[config.mk]
export PLATFORM = sky130hd
export DESIGN_NAME = parking_occupancy_counter_flat
export DESIGN_NICKNAME = d
export VERILOG_FILES = /design/src/rtl/parking_occupancy_counter_if.sv /design/src/rtl/parking_occupancy_counter.sv /design/src/flat_wrapper.sv
export SDC_FILE = /design/constraint.sdc
export NUM_CORES = 1
export LEC_CHECK = 0
export BUFFER_PORTS_ARGS = -buffer_cell sky130_fd_sc_hd__buf_2
export CAP_MARGIN = 20
export CORE_AREA = 2 2 79 81
export DETAILED_ROUTE_END_ITERATION = 10
export DIE_AREA = 0 0 81 83
export GPL_ROUTABILITY_DRIVEN = 0
export MAX_ROUTING_LAYER = met4
export PLACE_DENSITY = 0.74
export SLEW_MARGIN = 20
export SYNTH_ARGS = -nofsm -noshare
export SYNTH_HDL_FRONTEND = slang
export SYNTH_SLANG_ARGS = --single-unit
[constraint.sdc]
create_clock -name clk -period 4.56 [get_ports clk]
set_input_delay 0.456 -clock clk [delete_from_list [all_inputs] [get_ports clk]]
set_output_delay 0.456 -clock clk [all_outputs]
set_load 0.05 [all_outputs]
[src/rtl/parking_occupancy_counter_if.sv]
// Signal bundle between the parking occupancy counter and its environment.
// The master modport drives the raw sensors and clr_err; the slave modport is the counter.
interface parking_occupancy_counter_if;
  logic       raw_entrance;
  logic       raw_exit;
  logic       raw_leave;
  logic       clr_err;
  logic       sensor_entrance;
  logic       sensor_exit;
  logic [6:0] occupancy;
  logic [6:0] free_spaces;
  logic       full;
  logic       empty;
  logic       ovf_err;
  logic       unf_err;
  logic [6:0] HEX_3;
  logic [6:0] HEX_4;

  modport master (
    output raw_entrance, raw_exit, raw_leave, clr_err,
    input  sensor_entrance, sensor_exit, occupancy, free_spaces,
    input  full, empty, ovf_err, unf_err, HEX_3, HEX_4
  );

  modport slave (
    input  raw_entrance, raw_exit, raw_leave, clr_err,
    output sensor_entrance, sensor_exit, occupancy, free_spaces,
    output full, empty, ovf_err, unf_err, HEX_3, HEX_4
  );
endinterface

[src/rtl/parking_occupancy_counter.sv]
// Beam-sensor conditioning and lot occupancy tracking for the parking gate controller.
// Define PARKING_FREE_HEX_EN to build the two-digit free-space seven-segment display.
module parking_occupancy_counter #(
  parameter int CAPACITY        = 16,
  parameter int DEBOUNCE_CYCLES = 4
) (
  input  logic                        clk,
  input  logic                        reset_n,
  parking_occupancy_counter_if.slave  bus
);
  localparam logic [6:0] CAP7    = 7'(CAPACITY);
  localparam logic [7:0] DB_LAST = 8'(DEBOUNCE_CYCLES - 1);

  // Channel order: 0 = entrance, 1 = exit (enter events), 2 = leave.
  logic raw    [3];
  logic deb_q  [3];
  logic deb_d  [3];

  assign raw[0] = bus.raw_entrance;
  assign raw[1] = bus.raw_exit;
  assign raw[2] = bus.raw_leave;

  genvar gi;
  generate
    for (gi = 0; gi < 3; gi++) begin : g_chan
      logic       sync1_q;
      logic       sync2_q;
      logic       lvl_q;
      logic       lvl_d;
      logic [7:0] cnt_q;
      logic [7:0] cnt_d;

      always_comb begin
        lvl_d = lvl_q;
        cnt_d = '0;
        if (sync2_q != lvl_q) begin
          if (cnt_q == DB_LAST) begin
            lvl_d = ~lvl_q;
          end else begin
            cnt_d = cnt_q + 8'd1;
          end
        end
      end

      always_ff @(posedge clk or negedge reset_n) begin
        if (!reset_n) begin
          sync1_q <= 1'b0;
          sync2_q <= 1'b0;
          lvl_q   <= 1'b0;
          cnt_q   <= '0;
        end else begin
          sync1_q <= raw[gi];
          sync2_q <= sync1_q;
          lvl_q   <= lvl_d;
          cnt_q   <= cnt_d;
        end
      end

      assign deb_q[gi] = lvl_q;
      assign deb_d[gi] = lvl_d;
    end
  endgenerate

  logic       exit_prev_q;
  logic       leave_prev_q;
  logic       enter_ev;
  logic       leave_ev;
  logic [6:0] occ_q;
  logic [6:0] occ_d;
  logic       ovf_q;
  logic       ovf_d;
  logic       unf_q;
  logic       unf_d;
  logic       full_q;
  logic       empty_q;
  logic [6:0] free_q;
  logic       sens_ent_q;

  assign enter_ev = deb_q[1] & ~exit_prev_q;
  assign leave_ev = deb_q[2] & ~leave_prev_q;

  // A fresh error in the same cycle as clr_err must win, so it is applied last.
  always_comb begin
    occ_d = occ_q;
    ovf_d = bus.clr_err ? 1'b0 : ovf_q;
    unf_d = bus.clr_err ? 1'b0 : unf_q;
    if (enter_ev && !leave_ev) begin
      if (occ_q == CAP7) begin
        ovf_d = 1'b1;
      end else begin
        occ_d = occ_q + 7'd1;
      end
    end else if (leave_ev && !enter_ev) begin
      if (occ_q == 7'd0) begin
        unf_d = 1'b1;
      end else begin
        occ_d = occ_q - 7'd1;
      end
    end
  end

  always_ff @(posedge clk or negedge reset_n) begin
    if (!reset_n) begin
      exit_prev_q  <= 1'b0;
      leave_prev_q <= 1'b0;
      occ_q        <= '0;
      ovf_q        <= 1'b0;
      unf_q        <= 1'b0;
      full_q       <= (CAP7 == 7'd0);
      empty_q      <= 1'b1;
      free_q       <= CAP7;
      sens_ent_q   <= 1'b0;
    end else begin
      exit_prev_q  <= deb_q[1];
      leave_prev_q <= deb_q[2];
      occ_q        <= occ_d;
      ovf_q        <= ovf_d;
      unf_q        <= unf_d;
      full_q       <= (occ_d == CAP7);
      empty_q      <= (occ_d == 7'd0);
      free_q       <= CAP7 - occ_d;
      sens_ent_q   <= deb_d[0] & (occ_d != CAP7);
    end
  end

  assign bus.sensor_entrance = sens_ent_q;
  assign bus.sensor_exit     = deb_q[1];
  assign bus.occupancy       = occ_q;
  assign bus.free_spaces     = free_q;
  assign bus.full            = full_q;
  assign bus.empty           = empty_q;
  assign bus.ovf_err         = ovf_q;
  assign bus.unf_err         = unf_q;

`ifdef PARKING_FREE_HEX_EN
  function automatic logic [6:0] seg7(input logic [3:0] v);
    logic [6:0] s;
    case (v)
      4'd0:    s = 7'b1111110;
      4'd1:    s = 7'b0110000;
      4'd2:    s = 7'b1101101;
      4'd3:    s = 7'b1111001;
      4'd4:    s = 7'b0110011;
      4'd5:    s = 7'b1011011;
      4'd6:    s = 7'b1011111;
      4'd7:    s = 7'b1110000;
      4'd8:    s = 7'b1111111;
      4'd9:    s = 7'b1111011;
      default: s = 7'b0000000;
    endcase
    return s;
  endfunction

  logic [3:0] tens;
  logic [3:0] ones;
  logic [6:0] hex3_q;
  logic [6:0] hex4_q;

  assign tens = 4'(free_q / 7'd10);
  assign ones = 4'(free_q % 7'd10);

  always_ff @(posedge clk or negedge reset_n) begin
    if (!reset_n) begin
      hex3_q <= '0;
      hex4_q <= '0;
    end else if (full_q) begin
      hex3_q <= 7'b1001111;
      hex4_q <= 7'b1001111;
    end else begin
      hex3_q <= (tens == 4'd0) ? 7'b0000000 : seg7(tens);
      hex4_q <= seg7(ones);
    end
  end

  assign bus.HEX_3 = hex3_q;
  assign bus.HEX_4 = hex4_q;
`else
  assign bus.HEX_3 = 7'b0000000;
  assign bus.HEX_4 = 7'b0000000;
`endif

endmodule

[src/flat_wrapper.sv]
// flat-port wrapper written by rule: the top's interface ports become plain ports
module parking_occupancy_counter_flat 
#(
  parameter int CAPACITY        = 16,
  parameter int DEBOUNCE_CYCLES = 4
)
  (clk, reset_n, bus_raw_entrance, bus_raw_exit, bus_raw_leave, bus_clr_err, bus_sensor_entrance, bus_sensor_exit, bus_occupancy, bus_free_spaces, bus_full, bus_empty, bus_ovf_err, bus_unf_err, bus_HEX_3, bus_HEX_4);
  parking_occupancy_counter_if bus_i ();
  input  logic clk;
  input  logic reset_n;
  input wire logic [$bits(bus_i.raw_entrance)-1:0] bus_raw_entrance;
  input wire logic [$bits(bus_i.raw_exit)-1:0] bus_raw_exit;
  input wire logic [$bits(bus_i.raw_leave)-1:0] bus_raw_leave;
  input wire logic [$bits(bus_i.clr_err)-1:0] bus_clr_err;
  output wire logic [$bits(bus_i.sensor_entrance)-1:0] bus_sensor_entrance;
  output wire logic [$bits(bus_i.sensor_exit)-1:0] bus_sensor_exit;
  output wire logic [$bits(bus_i.occupancy)-1:0] bus_occupancy;
  output wire logic [$bits(bus_i.free_spaces)-1:0] bus_free_spaces;
  output wire logic [$bits(bus_i.full)-1:0] bus_full;
  output wire logic [$bits(bus_i.empty)-1:0] bus_empty;
  output wire logic [$bits(bus_i.ovf_err)-1:0] bus_ovf_err;
  output wire logic [$bits(bus_i.unf_err)-1:0] bus_unf_err;
  output wire logic [$bits(bus_i.HEX_3)-1:0] bus_HEX_3;
  output wire logic [$bits(bus_i.HEX_4)-1:0] bus_HEX_4;
  assign bus_i.raw_entrance = bus_raw_entrance;
  assign bus_i.raw_exit = bus_raw_exit;
  assign bus_i.raw_leave = bus_raw_leave;
  assign bus_i.clr_err = bus_clr_err;
  assign bus_sensor_entrance = bus_i.sensor_entrance;
  assign bus_sensor_exit = bus_i.sensor_exit;
  assign bus_occupancy = bus_i.occupancy;
  assign bus_free_spaces = bus_i.free_spaces;
  assign bus_full = bus_i.full;
  assign bus_empty = bus_i.empty;
  assign bus_ovf_err = bus_i.ovf_err;
  assign bus_unf_err = bus_i.unf_err;
  assign bus_HEX_3 = bus_i.HEX_3;
  assign bus_HEX_4 = bus_i.HEX_4;
  parking_occupancy_counter #(.CAPACITY(CAPACITY), .DEBOUNCE_CYCLES(DEBOUNCE_CYCLES)) u_core (.clk(clk), .reset_n(reset_n), .bus(bus_i));
endmodule
==> run_results.csv <==
group,metric,value,unit
detailed_routing,post_drt_antenna_nets,0,
critical_path,timing.critical_path.slowest_stage_cell,"dfrtp_1",
synthesis,sequential_area_share_after_synthesis,0.514,
critical_path,setup.worst_path.start_class,"register",
synthesis,synthTopCellsByArea,"dfrtp_1 49%, xor2_1 6.4%, buf_4 4.6%",
floorplan,start_util,0.444,
clock_network,post_cts_hold_buffer_count,0,
detailed_routing,detailedRoute.firstPassIterationCount,4,
global_route,grt_start_max_net_pins,54,
finish,diodes,0,
clock_network,cts_buffer_depth,2,
power_and_ir_drop,powerDensity,688,mW/mm²
finish,final_common_cell,"dfrtp_1",
floorplan,die_h,83,µm
clock_network,cts_max_level,2,
critical_path,path_delay_family,"simple AND/OR/NAND/NOR gates",
placed_design,pre_cts_ws,1520,ps
timing,maxSlewHeadroom,0.526,
synthesis,synth.distinct_cells,51,
synthesis,post_synthesis_instance_area,0.00258,mm²
critical_path,worst_r2r_startpoint,"u_core.bus.occupancy[0]",
clock_network,num_cts_buffers,5,
status,status,"finished, final reports clean",
timing,setup_viol,0,
synthesis,postSynth.topFlopCell,"dfrtp_1",
finish,final_cell_count_no_fill,342,
critical_path,path_max_fanout,11,
synthesis,ys_ff_latch,53,
timing,worstMarginPinSlew,702,ps
global_route,grt_pass1_vias,1595,
synthesis,synth_largest_type_area_fraction,0.494,
finish,syn_to_final_growth,10.1,%
clock_network,cts_setup_buffers,0,
detailed_routing,routed-via-count,1771,
placed_design,dp_cell_count,334,
timing,post-route-period-util,0.678,
hold_path,worst_hold_check_path_type,"input pin to async pin",
clock_network,tritoncts_clock_tree,"yes",
placed_design,place_hpwl,3180,µm
synthesis,post_synth_inst_count,238,
timing,rsz0062_at_grt,"no",
detailed_routing,post-route-drc-count,0,
floorplan,core,0.00582,mm²
synthesis,area_leader_netlist,"dfrtp_1",
clock_network,cts.sinks,53,
detailed_routing,finalWirelength,4480,µm
clock_network,cts.reportedPaths.clkPinSlew,90,ps
power_and_ir_drop,peakVddDrop,0.000469,V
detailed_routing,drtIter0Drc,79,
synthesis,synth_edf_count,0,
timing,worst_clock_skew,8.39,ps
global_route,global_route.usage.total,0.141,
floorplan,placement_rows,28,
placed_design,port_buffers,25,
finish,share_of_layout_cells_above_drive_strength_1,0.187,
critical_path,timing.setup.critical_path_class,"register to register",
floorplan,x_dimension_of_the_die,81,µm
clock_network,clk-insertion-delay-late,290,ps
global_route,antenna_found_initial,0,
critical_path,cell_by_cell_trace_of_the_critical_path,"inv_1 -> ha_1 -> nor3b_1 -> nand3_1 -> a22oi_1 -> xnor2_1 -> inv_1 -> ha_1 -> o311ai_0 -> nor4_2 -> a21boi_0",
floorplan,num_io_pins,40,
timing,final-max-slew-violation-count,0,
finish,final_nets,278,
clock_network,clk_root_buffer_cell,"clkbuf_8",
critical_path,end_kind,"register",
synthesis,postSynth.asyncResetShare,1.00,
detailed_routing,wire_length_per_cell_after_detailed_routing,13.1,µm
floorplan,die-area,0.00672,mm²
detailed_routing,via_per_inst,5.18,
job,count_of_maximum_capacitance_violations,0,
timing,period_minus_slack,3090,ps
critical_path,timing.critical_path.buf_inv,2,
clock_network,resize_count_post_cts,0,
critical_path,worstSetupStartpoint,"u_core.bus.occupancy[0]",
critical_path,worstPathRequired,4710,ps
power_and_ir_drop,power_leakage,0.00131,µW
timing,max_clock_freq,323,MHz
critical_path,worst_path_largest_cell_delay,530,ps
critical_path,timing.critical_path.arrival,3240,ps
timing,setup_total_negative_slack,0,ps
global_route,grt_pass1_wl,7400,µm
timing,finalWorstSetupSlack,1470,ps
finish,layout_common_cells,"51 x dfrtp_1, 28 x nor2_1, 25 x buf_2",
timing,finalHoldViolCount,0,
synthesis,yosys_warnings,0,
synthesis,syn_area_per_cell,10.9,µm²
global_route,grt_remaining_overflow,0,
[synth_stat cells, types with 3 or more instances]
cell type  instances
ha_1               6
and3_1             9
nor2_1            28
mux2_2             3
inv_1              8
xnor2_1            9
dfrtp_1           51
nand2_1            9
nor3_1            11
nand3_1           19
nor4b_1            3
xor2_1            19
buf_4             16
[registers in the layout, indices dropped and copies added (netlist names), 2 cells and up]
name                    cells
u_core.g_chan.lvl_q         2
u_core.bus.free_spaces      6
u_core.g_chan.sync1_q       3
u_core.g_chan.sync2_q       3
u_core.bus.occupancy        7
u_core.g_chan.cnt_q        24
[cells by family after synthesis]
kind of cell	after synthesis	share of synthesized area
AND/OR/NAND/NOR	99	0.209
other	1	0.00145
XOR/XNOR	28	0.0949
adder cells (fa/ha/maj)	6	0.0290
AO/OA/AOI/OAI	21	0.0712
multiplexers	4	0.0169
buffers and inverters	26	0.0639
flip-flops	53	0.514
[path summary, 6_finish.rpt]
check / to / slack [ps] / cells past startpoint
setup / recovery: u_core.bus.sensor_entrance / 1470 / 11
min in group clk: u_core.g_chan[1].sync1_q / 260 / 1
setup reg to reg: u_core.bus.sensor_entrance / 1470 / 11
hold / removal: u_core.g_chan[2].cnt_q[2] / 260 / 2
hold reg to reg: u_core.g_chan[2].sync2_q / 350 / 0
max in group asynchronous: u_core.g_chan[0].cnt_q[4] / 3870 / 2
[per-layer routing]
metal / global-route usage / routed length (µm) / vias up
met4: 0.0277 / 19 / 0
met1: 0.197 / 2160 / 860
met2: 0.214 / 2110 / 49
met3: 0.0304 / 183 / 4
li1: - / - / 858
met5: - / 0 / -
[where the power goes]
group	internal, µW	switching [µW]	leakage, µW
combinational	291	625	0.000570
clock	178	144	0.0000574
sequential	592	129	0.000680
[through the flow]
stage | hold WS [ps] | total power, µW | instance area [µm²] | util
floorplan | 160 | 1460 | 2630 | -
global placement | 335 | 1630 | 2730 | 0.469
detailed placement | 337 | 1640 | 2730 | 0.469
CTS | 252 | 1980 | 2850 | 0.489
global route | 237 | 2090 | 2850 | 0.489
finish | 260 | 1960 | 2850 | 0.489
[final cells by class]
class,instances,area [µm²]
inverters,8,30.0
clock inverters,2,37.5
multi-input cells,172,1140
well taps,75,93.8
fillers,545,2970
repair buffers,26,133
clock buffers,6,82.6
flip-flops and latches,53,1330
(Power assumes the default switching activity.)
